$ cat config.mk
export PLATFORM = sky130hd
export DESIGN_NAME = ahblite_timer
export DESIGN_NICKNAME = d
export VERILOG_FILES = /design/src/rtl/ahblite_timer.sv
export SDC_FILE = /design/constraint.sdc
export NUM_CORES = 1
export LEC_CHECK = 0
export CORE_AREA = 2 2 118 120
export CTS_BUF_LIST = sky130_fd_sc_hd__clkbuf_16
export CTS_CLUSTER_SIZE = 10
export DETAILED_ROUTE_END_ITERATION = 8
export DIE_AREA = 0 0 120 122
export PLACE_DENSITY = 0.7
export SKIP_CTS_REPAIR_TIMING = 1
export SLEW_MARGIN = 0
export SYNTH_ARGS = -nofsm -noshare
export SYNTH_HDL_FRONTEND = slang
export SYNTH_SLANG_ARGS = --single-unit
$ cat constraint.sdc
create_clock -name HCLK -period 3.6 [get_ports HCLK]
set_input_delay 0.54 -clock HCLK [delete_from_list [all_inputs] [get_ports HCLK]]
set_output_delay 0.54 -clock HCLK [all_outputs]
set_load 0.02 [all_outputs]
$ cat src/rtl/ahblite_timer.sv
// rtl/ahblite_timer.sv - AHB-lite slave down-counting timer with 8-bit prescaler and level IRQ
module ahblite_timer #(
    parameter logic [31:0] RESET_LOAD = 32'hFFFF_FFFF
) (
    input  logic        HCLK,
    input  logic        HRESET,
    input  logic        HSEL,
    input  logic [31:0] HADDR,
    input  logic [1:0]  HTRANS,
    input  logic [2:0]  HSIZE,
    input  logic        HWRITE,
    input  logic [31:0] HWDATA,
    input  logic        HREADY,
    output logic        HREADYOUT,
    output logic        HRESP,
    output logic [31:0] HRDATA,
    output logic        IRQ
);

    localparam logic [1:0] A_CTRL   = 2'd0;
    localparam logic [1:0] A_LOAD   = 2'd1;
    localparam logic [1:0] A_VALUE  = 2'd2;
    localparam logic [1:0] A_STATUS = 2'd3;

    typedef enum logic [1:0] {
        IDLE = 2'd0,
        ERR1 = 2'd1,
        ERR2 = 2'd2
    } err_state_t;

    err_state_t state_q, state_d;

    logic        dp_valid;
    logic        dp_write;
    logic [1:0]  dp_addr;

    logic        ctrl_en;
    logic        ctrl_ie;
    logic        ctrl_reload;
    logic [7:0]  ctrl_prescale;
    logic [31:0] load_q;
    logic [31:0] value_q;
    logic        if_q;
    logic [7:0]  presc_cnt;

    logic        addr_phase;
    logic        xfer_legal;
    logic        accept_ok;
    logic        accept_bad;
    logic        wr_en;
    logic        rd_en;
    logic        wr_ctrl;
    logic        wr_load;
    logic        wr_status;
    logic        tick;
    logic        if_set;
    logic        hreadyout_fsm;
    logic        hresp_fsm;
    logic [31:0] rdata;

    logic        unused_ok;
    assign unused_ok = &{1'b0, HADDR[31:4], HTRANS[0]};

    // ERR1 stalls the bus, so no new address phase can be taken there.
    assign addr_phase = HSEL & HREADY & HTRANS[1] & (state_q != ERR1);
    assign xfer_legal = (HSIZE == 3'b010) && (HADDR[1:0] == 2'b00);
    assign accept_ok  = addr_phase & xfer_legal;
    assign accept_bad = addr_phase & ~xfer_legal;

    always_ff @(posedge HCLK) begin
        if (HRESET) begin
            dp_valid <= 1'b0;
            dp_write <= 1'b0;
            dp_addr  <= 2'd0;
        end else begin
            dp_valid <= accept_ok;
            dp_write <= HWRITE;
            dp_addr  <= HADDR[3:2];
        end
    end

    always_ff @(posedge HCLK) begin
        if (HRESET) begin
            state_q <= IDLE;
        end else begin
            state_q <= state_d;
        end
    end

    always_comb begin
        state_d       = state_q;
        hreadyout_fsm = 1'b1;
        hresp_fsm     = 1'b0;
        case (state_q)
            IDLE: begin
                if (accept_bad) state_d = ERR1;
            end
            ERR1: begin
                hreadyout_fsm = 1'b0;
                hresp_fsm     = 1'b1;
                state_d       = ERR2;
            end
            ERR2: begin
                hresp_fsm = 1'b1;
                state_d   = accept_bad ? ERR1 : IDLE;
            end
            default: state_d = IDLE;
        endcase
    end

    assign wr_en     = dp_valid & dp_write;
    assign rd_en     = dp_valid & ~dp_write;
    assign wr_ctrl   = wr_en && (dp_addr == A_CTRL);
    assign wr_load   = wr_en && (dp_addr == A_LOAD);
    assign wr_status = wr_en && (dp_addr == A_STATUS);

    assign tick   = ctrl_en && (presc_cnt == ctrl_prescale);
    assign if_set = tick && (value_q == '0);

    always_ff @(posedge HCLK) begin
        if (HRESET) begin
            presc_cnt <= 8'd0;
        end else if (!ctrl_en || tick) begin
            presc_cnt <= 8'd0;
        end else begin
            presc_cnt <= presc_cnt + 8'd1;
        end
    end

    // A CTRL or LOAD write in a tick cycle takes priority and suppresses the tick's VALUE/EN effect.
    always_ff @(posedge HCLK) begin
        if (HRESET) begin
            ctrl_en       <= 1'b0;
            ctrl_ie       <= 1'b0;
            ctrl_reload   <= 1'b0;
            ctrl_prescale <= 8'd0;
            load_q        <= RESET_LOAD;
            value_q       <= RESET_LOAD;
        end else if (wr_ctrl) begin
            ctrl_en       <= HWDATA[0];
            ctrl_ie       <= HWDATA[1];
            ctrl_reload   <= HWDATA[2];
            ctrl_prescale <= HWDATA[15:8];
        end else if (wr_load) begin
            load_q  <= HWDATA;
            value_q <= HWDATA;
        end else if (tick) begin
            if (value_q != '0) begin
                value_q <= value_q - 32'd1;
            end else if (ctrl_reload) begin
                value_q <= load_q;
            end else begin
                ctrl_en <= 1'b0;
            end
        end
    end

    always_ff @(posedge HCLK) begin
        if (HRESET) begin
            if_q <= 1'b0;
        end else if (if_set) begin
            if_q <= 1'b1;
        end else if (wr_status && HWDATA[0]) begin
            if_q <= 1'b0;
        end
    end

    always_comb begin
        rdata = 32'd0;
        if (rd_en) begin
            case (dp_addr)
                A_CTRL:   rdata = {16'd0, ctrl_prescale, 5'd0, ctrl_reload, ctrl_ie, ctrl_en};
                A_LOAD:   rdata = load_q;
                A_VALUE:  rdata = value_q;
                A_STATUS: rdata = {31'd0, if_q};
                default:  rdata = 32'd0;
            endcase
        end
    end

    assign HREADYOUT = HRESET | hreadyout_fsm;
    assign HRESP     = ~HRESET & hresp_fsm;
    assign HRDATA    = HRESET ? 32'd0 : rdata;
    assign IRQ       = if_q & ctrl_ie;

endmodule
Word level (Yosys, flattened, before mapping):

Index checks and enable logic that the tools add are counted.

* add/sub/neg operators: 2
* reductions and logical operators: 23
* bitwise operators: 14
* eq/ne operators: 12
* mux-type cells: 19

Operators with widths (count)
* 32-bit 2-to-1 mux: 6
* 32-bit case mux with 4 select lines: 1
* 32-bit logical NOT: 1
* 32-bit nonzero test: 1
* 32-bit by 1-bit subtractor with 32-bit output (second input constant): 1
* 1-bit 2-to-1 mux: 10
* 1-bit bitwise AND: 9
* 8-bit by 1-bit adder with 8-bit output (second input constant): 1
* 8-bit == test: 1
* 1-bit logical AND: 7
* 2-bit == test (second input constant): 3
* 2-bit logical NOT: 3
* 2-bit != test (second input constant): 3
* 2-bit case mux with 3 select lines: 1
* 2-bit nonzero test: 3
* 2-bit by 1-bit == test with 1-bit output (second input constant): 2
* 2-bit by 1-bit != test with 1-bit output (second input constant): 2
* 1-bit inverter: 4
* 4-bit AND reduction: 1
* 2-bit OR reduction: 2
* 3-bit by 2-bit == test with 1-bit output (second input constant): 1
* 3-bit AND reduction: 1
* 3-bit nonzero test: 1
* 2-bit 2-to-1 mux: 1
* other kinds (4): 4

* logic and storage cells: 82
* bits of input ports: 74
* output and inout port bits: 35
* register bits: 90

Logic depth before layout (Yosys ltp):

* depth in word-level cells: 6
* depth in mapped cells: 10
* mapped depth without buffers: 8

Worst setup path before layout:

Ideal clock, no wire load.

* path kind: flip-flop to flip-flop
* start point: register value_q[14]
* end point: register value_q[29]
* path slack: 1.102 ns
* period minus slack after synthesis: 2.498 ns
* setup time: 0.122 ns
* path buffers: 2
* data arrival time: 2.376 ns
* cell stages (with the launch flop): 9
* data required time: 3.478 ns
* cells stage by stage: dfxtp_1 -> or4_1 -> buf_2 -> nor4_4 -> nand2_2 -> buf_6 -> or3_1 -> a22o_1 -> a221o_1

* longest elaborated chain between the ends: 4
* elaborated cells on any way between the ends: 7
* those cells by class: add/sub: 1; mux: 3; reduce/logical: 3

RTL lines
* from (decl): line 42 `logic [31:0] value_q;`
* from (signal assigned): line 149 `value_q <= value_q - 32'd1;`
* from (signal assigned): line 151 `value_q <= load_q;`
* 32-bit by 1-bit subtractor with 32-bit output / 32-bit nonzero test (equally long branches): line 149, 148
* 32-bit 2-to-1 mux: line 148 `if (value_q != '0) begin`
* 32-bit 2-to-1 mux: line 147 `end else if (tick) begin`
* 32-bit 2-to-1 mux: line 144 `end else if (wr_load) begin`

Several ways; a longest one is shown, not always the timed one. The select of a mux whose other input is x is not followed.
A chain may end at the register's enable or synchronous reset.

Worst setup path in the final report:

* start point: register value_q[15]
* end point: register value_q[17]

Same word-level chain as after synthesis.

==> results by group <==
Pwr
  – Power density cells: 323 nW/um2
  – Leakage: 2.43 nW
  – VDD IR-drop max: 0.193 mV

STA
  – Hold Vio Cnt, Final: 0
  – Total negative slack: 0 ns
  – Peak clock frequency supported by timing: 320 MHz
  – Period utilization: 86.9%
  – Layout Skew: 0.00489 ns
  – Transition time of the tightest slew-check pin: 0.764 ns
  – Shortest clock period the worst path allows after layout: 3.13 ns
  – Setup-failing EPs final: 0
  – RSZ-0062 raised after global routing: false
  – Minimum setup slack in the final design: 0.473 ns
  – Worst slew margin relative to its limit: 49.0%
  – Number of max-slew violations in the final report: 0

Worst hold path
  – Cell count of the worst hold path: 2
  – Path class of the lowest-slack min-delay path: reg -> reg
  – Terminating pin of the worst hold path: load_q[28]
  – Min-delay src: load_q[28]

Drt
  – DR top layer: met4
  – Detailed-routing wirelength on met1: 7550 um
  – Detailed-routed wire length on met2: 7960 um
  – DRC marker count from the first detailed-route iteration: 487
  – Vias per inst: 5.97
  – DR pass1 iterations: 5
  – DRC violation count after routing: 0
  – Remaining antenna violation count after routing: 0
  – Average wire per cell in the routed design: 18.2 um
  – Total via count in the routed design: 5573
  – Routed length on met3: 1150 um
  – Total wirelength of the detailed-routed design: 17000 um

Logic synthesis
  – Fraction of the mapped netlist area in compound gates: 22.9%
  – Main synth FF type: sky130_fd_sc_hd__dfxtp_1
  – Post-synth cell types: 67
  – Seq cells post-synth: 90
  – Combinational family with the most area after synthesis: simple AND/OR/NAND/NOR gates
  – Mean area per synthesized cell: 7.57 um2
  – Post-Synthesis Net Count: 779
  – Number of standard cells after synthesis: 697
  – Simple-gate portion of the synthesized area: 29.5%
  – Adder and majority gate portion of the synthesized area: 1.90%
  – Total of warnings raised by yosys: 0
  – Number of enable flip-flop cells after synthesis: 0
  – Biggest area consumer among synthesized cells: sky130_fd_sc_hd__dfxtp_1
  – Proportion of synthesized area in mux cells: 2.32%
  – Top cells by area in the synthesized netlist: sky130_fd_sc_hd__dfxtp_1 34%, sky130_fd_sc_hd__nand2_1 7.3%, sky130_fd_sc_hd__nor2_1 6.0%
  – Sequential fraction of the synthesis area: 34.1%
  – XOR/XNOR Fraction of Synth Area: 3.48%
  – Fraction of registers with async set/reset: 0%
  – Share of the synthesized area in the top cell type: 34.1%
  – Total standard cell area after synthesis: 5280 um2
  – Cell with the most instances after synthesis: sky130_fd_sc_hd__nand2_1
  – Ranking of synthesized cells by instance count: 102 x sky130_fd_sc_hd__nand2_1, 90 x sky130_fd_sc_hd__dfxtp_1, 85 x sky130_fd_sc_hd__nor2_1

CTS
  – Clock latency on the worst-skew pair: 0.35 ns
  – CTS root buf: sky130_fd_sc_hd__clkbuf_16
  – Worst-path clk slew: 0.07 ns
  – H-tree levels: 3
  – Cts bufs inserted: 9
  – Clock tree sinks: 90
  – Buffer levels on the longest clock path: 2
  – CTS tree: built

Setup path
  – Kind of critical path: reg -> reg
  – Buffers and inverters on the worst path: 0
  – Launch instance of the worst register-to-register path: value_q[15]
  – CP dominant cell by count: sky130_fd_sc_hd__or4_1
  – Reg2Reg Depth: 6
  – Slack of the worst reg-to-reg path: 0.47 ns
  – Crit path largest cell delay: 0.68 ns
  – Max stage delay cell, worst path: sky130_fd_sc_hd__or4_1
  – Critical path, cell by cell: or4_1 -> or4_1 -> nor3_4 -> a211o_4 -> nand2_2 -> a221o_1
  – CP Data Required Time: 3.84 ns
  – Crit Reg-Reg Endpoint: value_q[17]
  – Critical path's top delay family: simple AND/OR/NAND/NOR gates
  – CP Capture Type: flop
  – Worst Path Max Fanout: 16
  – Element type at the critical path start: flop
  – Arrival time of data at the critical path endpoint: 3.37 ns
  – Number of gates on the worst path with buffers counted: 6

Floorplanning
  – Placeable Area: 13500 um2
  – Initial standard-cell utilization of the core: 39.1%
  – Width of the chip: 120 um
  – Placement Rows: 43
  – Vert. Die Dim: 122 um
  – Total Die Area: 14600 um2
  – Number of top-level design ports: 109

Run status
  – Status: completed

Finish
  – Layout overhead on the synthesized area: 23.6%
  – Share of cells above drive strength 1: 7.82%
  – Final layout net count: 831
  – Final antenna diode count: 0

Placement
  – Post-placement setup slack: 0.539 ns
  – Number of port buffers: 79
  – Post-DP HPWL: 11600 um
  – RePlAce Congestion: 0.914

Global routing
  – Global router's overall resource usage: 23.6%
  – Global-route wire length before repair: 27700 um
  – Largest net degree at the start of global routing: 67
  – Total congestion overflow: 0
  – Antenna violations before repair: 0
  – Number of global-route vias before repair: 5456

Job
  – Max-cap check violation count: 0
## worst max path at each step
stage	startpoint	end	slack (ns)
4_1_cts	value_q[15]	value_q[17]	0.53
6_report	value_q[15]	value_q[17]	0.47
3_5_place_dp	value_q[15]	value_q[17]	0.54
3_3_place_gp	value_q[15]	value_q[17]	0.57
2_1_floorplan	value_q[14]	value_q[29]	1.10
5_1_grt	value_q[15]	value_q[29]	0.42
## report_power, final
part	leakage, nW	internal, mW	total (mW)	switching, mW
Sequential	0.728	0.998	1.00	0.00254
Clock	0.142	0.537	0.959	0.422
Combinational	1.56	0.0754	0.150	0.0744
## final cells by class
| class | count | area (um2) |
|---|---|---|
| inverters | 12 | 45.0 |
| clock inverters | 7 | 68.8 |
| clock buffers | 9 | 225 |
| fillers | 1306 | 6980 |
| flip-flops and latches | 90 | 1800 |
| multi-input cells | 534 | 3190 |
| well taps | 180 | 225 |
| repair buffers | 102 | 971 |
## metal layers
| metal | GRT usage, % | up-vias |
|---|---|---|
| met1 | 31.5 | 2664 |
| met3 | 3.04 | 27 |
| met5 | 0 | - |
| met4 | 10.1 | 0 |
| met2 | 38.3 | 227 |
| li1 | - | 2655 |
## layout by cell type, fill, tap and decap left out, types with 7 or more instances in the layout
master                            count
sky130_fd_sc_hd__mux2i_1             10
sky130_fd_sc_hd__a31oi_1             19
sky130_fd_sc_hd__clkdlybuf4s50_1     78
sky130_fd_sc_hd__buf_4               22
sky130_fd_sc_hd__or4_1                9
sky130_fd_sc_hd__o21ai_0             14
sky130_fd_sc_hd__nor4_1              23
sky130_fd_sc_hd__ha_1                 8
sky130_fd_sc_hd__a21oi_1             47
sky130_fd_sc_hd__nand2_1            102
sky130_fd_sc_hd__clkbuf_16            9
sky130_fd_sc_hd__nand4_1              7
sky130_fd_sc_hd__nor2_1              85
sky130_fd_sc_hd__o211ai_1            20
sky130_fd_sc_hd__nor3_1              11
sky130_fd_sc_hd__dfxtp_1             90
sky130_fd_sc_hd__or3_1                8
sky130_fd_sc_hd__nand3_1             33
sky130_fd_sc_hd__inv_1               12
sky130_fd_sc_hd__xor2_1              17
sky130_fd_sc_hd__a22oi_1             22
## worst min-delay path: cells and delay by family (launching register included)
| kind | cells | cell delay [ns] |
|---|---|---|
| flip-flops | 1 | 0.32 |
| AND/OR/NAND/NOR | 2 | 0.09 |
## flip-flops by register name, summed over array words and instances, names as in the netlist
| signal | flops |
|---|---|
| load_q | 32 |
| value_q | 32 |
| ctrl_prescale | 8 |
| presc_cnt | 8 |
| dp_addr | 2 |
| state_q | 2 |
| ctrl_en | 1 |
| ctrl_ie | 1 |
| ctrl_reload | 1 |
| dp_valid | 1 |
| dp_write | 1 |
| if_q | 1 |
## per-stage QoR
step           area [um2]  utilization, %  std cells  power (mW)  hold WS [ns]
3_5_place_dp         6230            46.1        918        1.17         0.450
5_1_grt              6530            48.3        934        2.16         0.475
6_report             6530            48.3        934        2.11         0.456
4_1_cts              6530            48.3        934        2.12         0.459
2_1_floorplan        5280               -        697        1.09         0.426
3_3_place_gp         6230            46.1        918        1.17         0.438
## logic make-up after synthesis
logic type	Yosys count
buffers and inverters	73
AND/OR/NAND/NOR	317
XOR/XNOR	21
adder cells (fa/ha/maj)	8
multiplexers	11
flip-flops	90
AO/OA/AOI/OAI	177
Note: power is estimated with default switching activity, not from simulation.
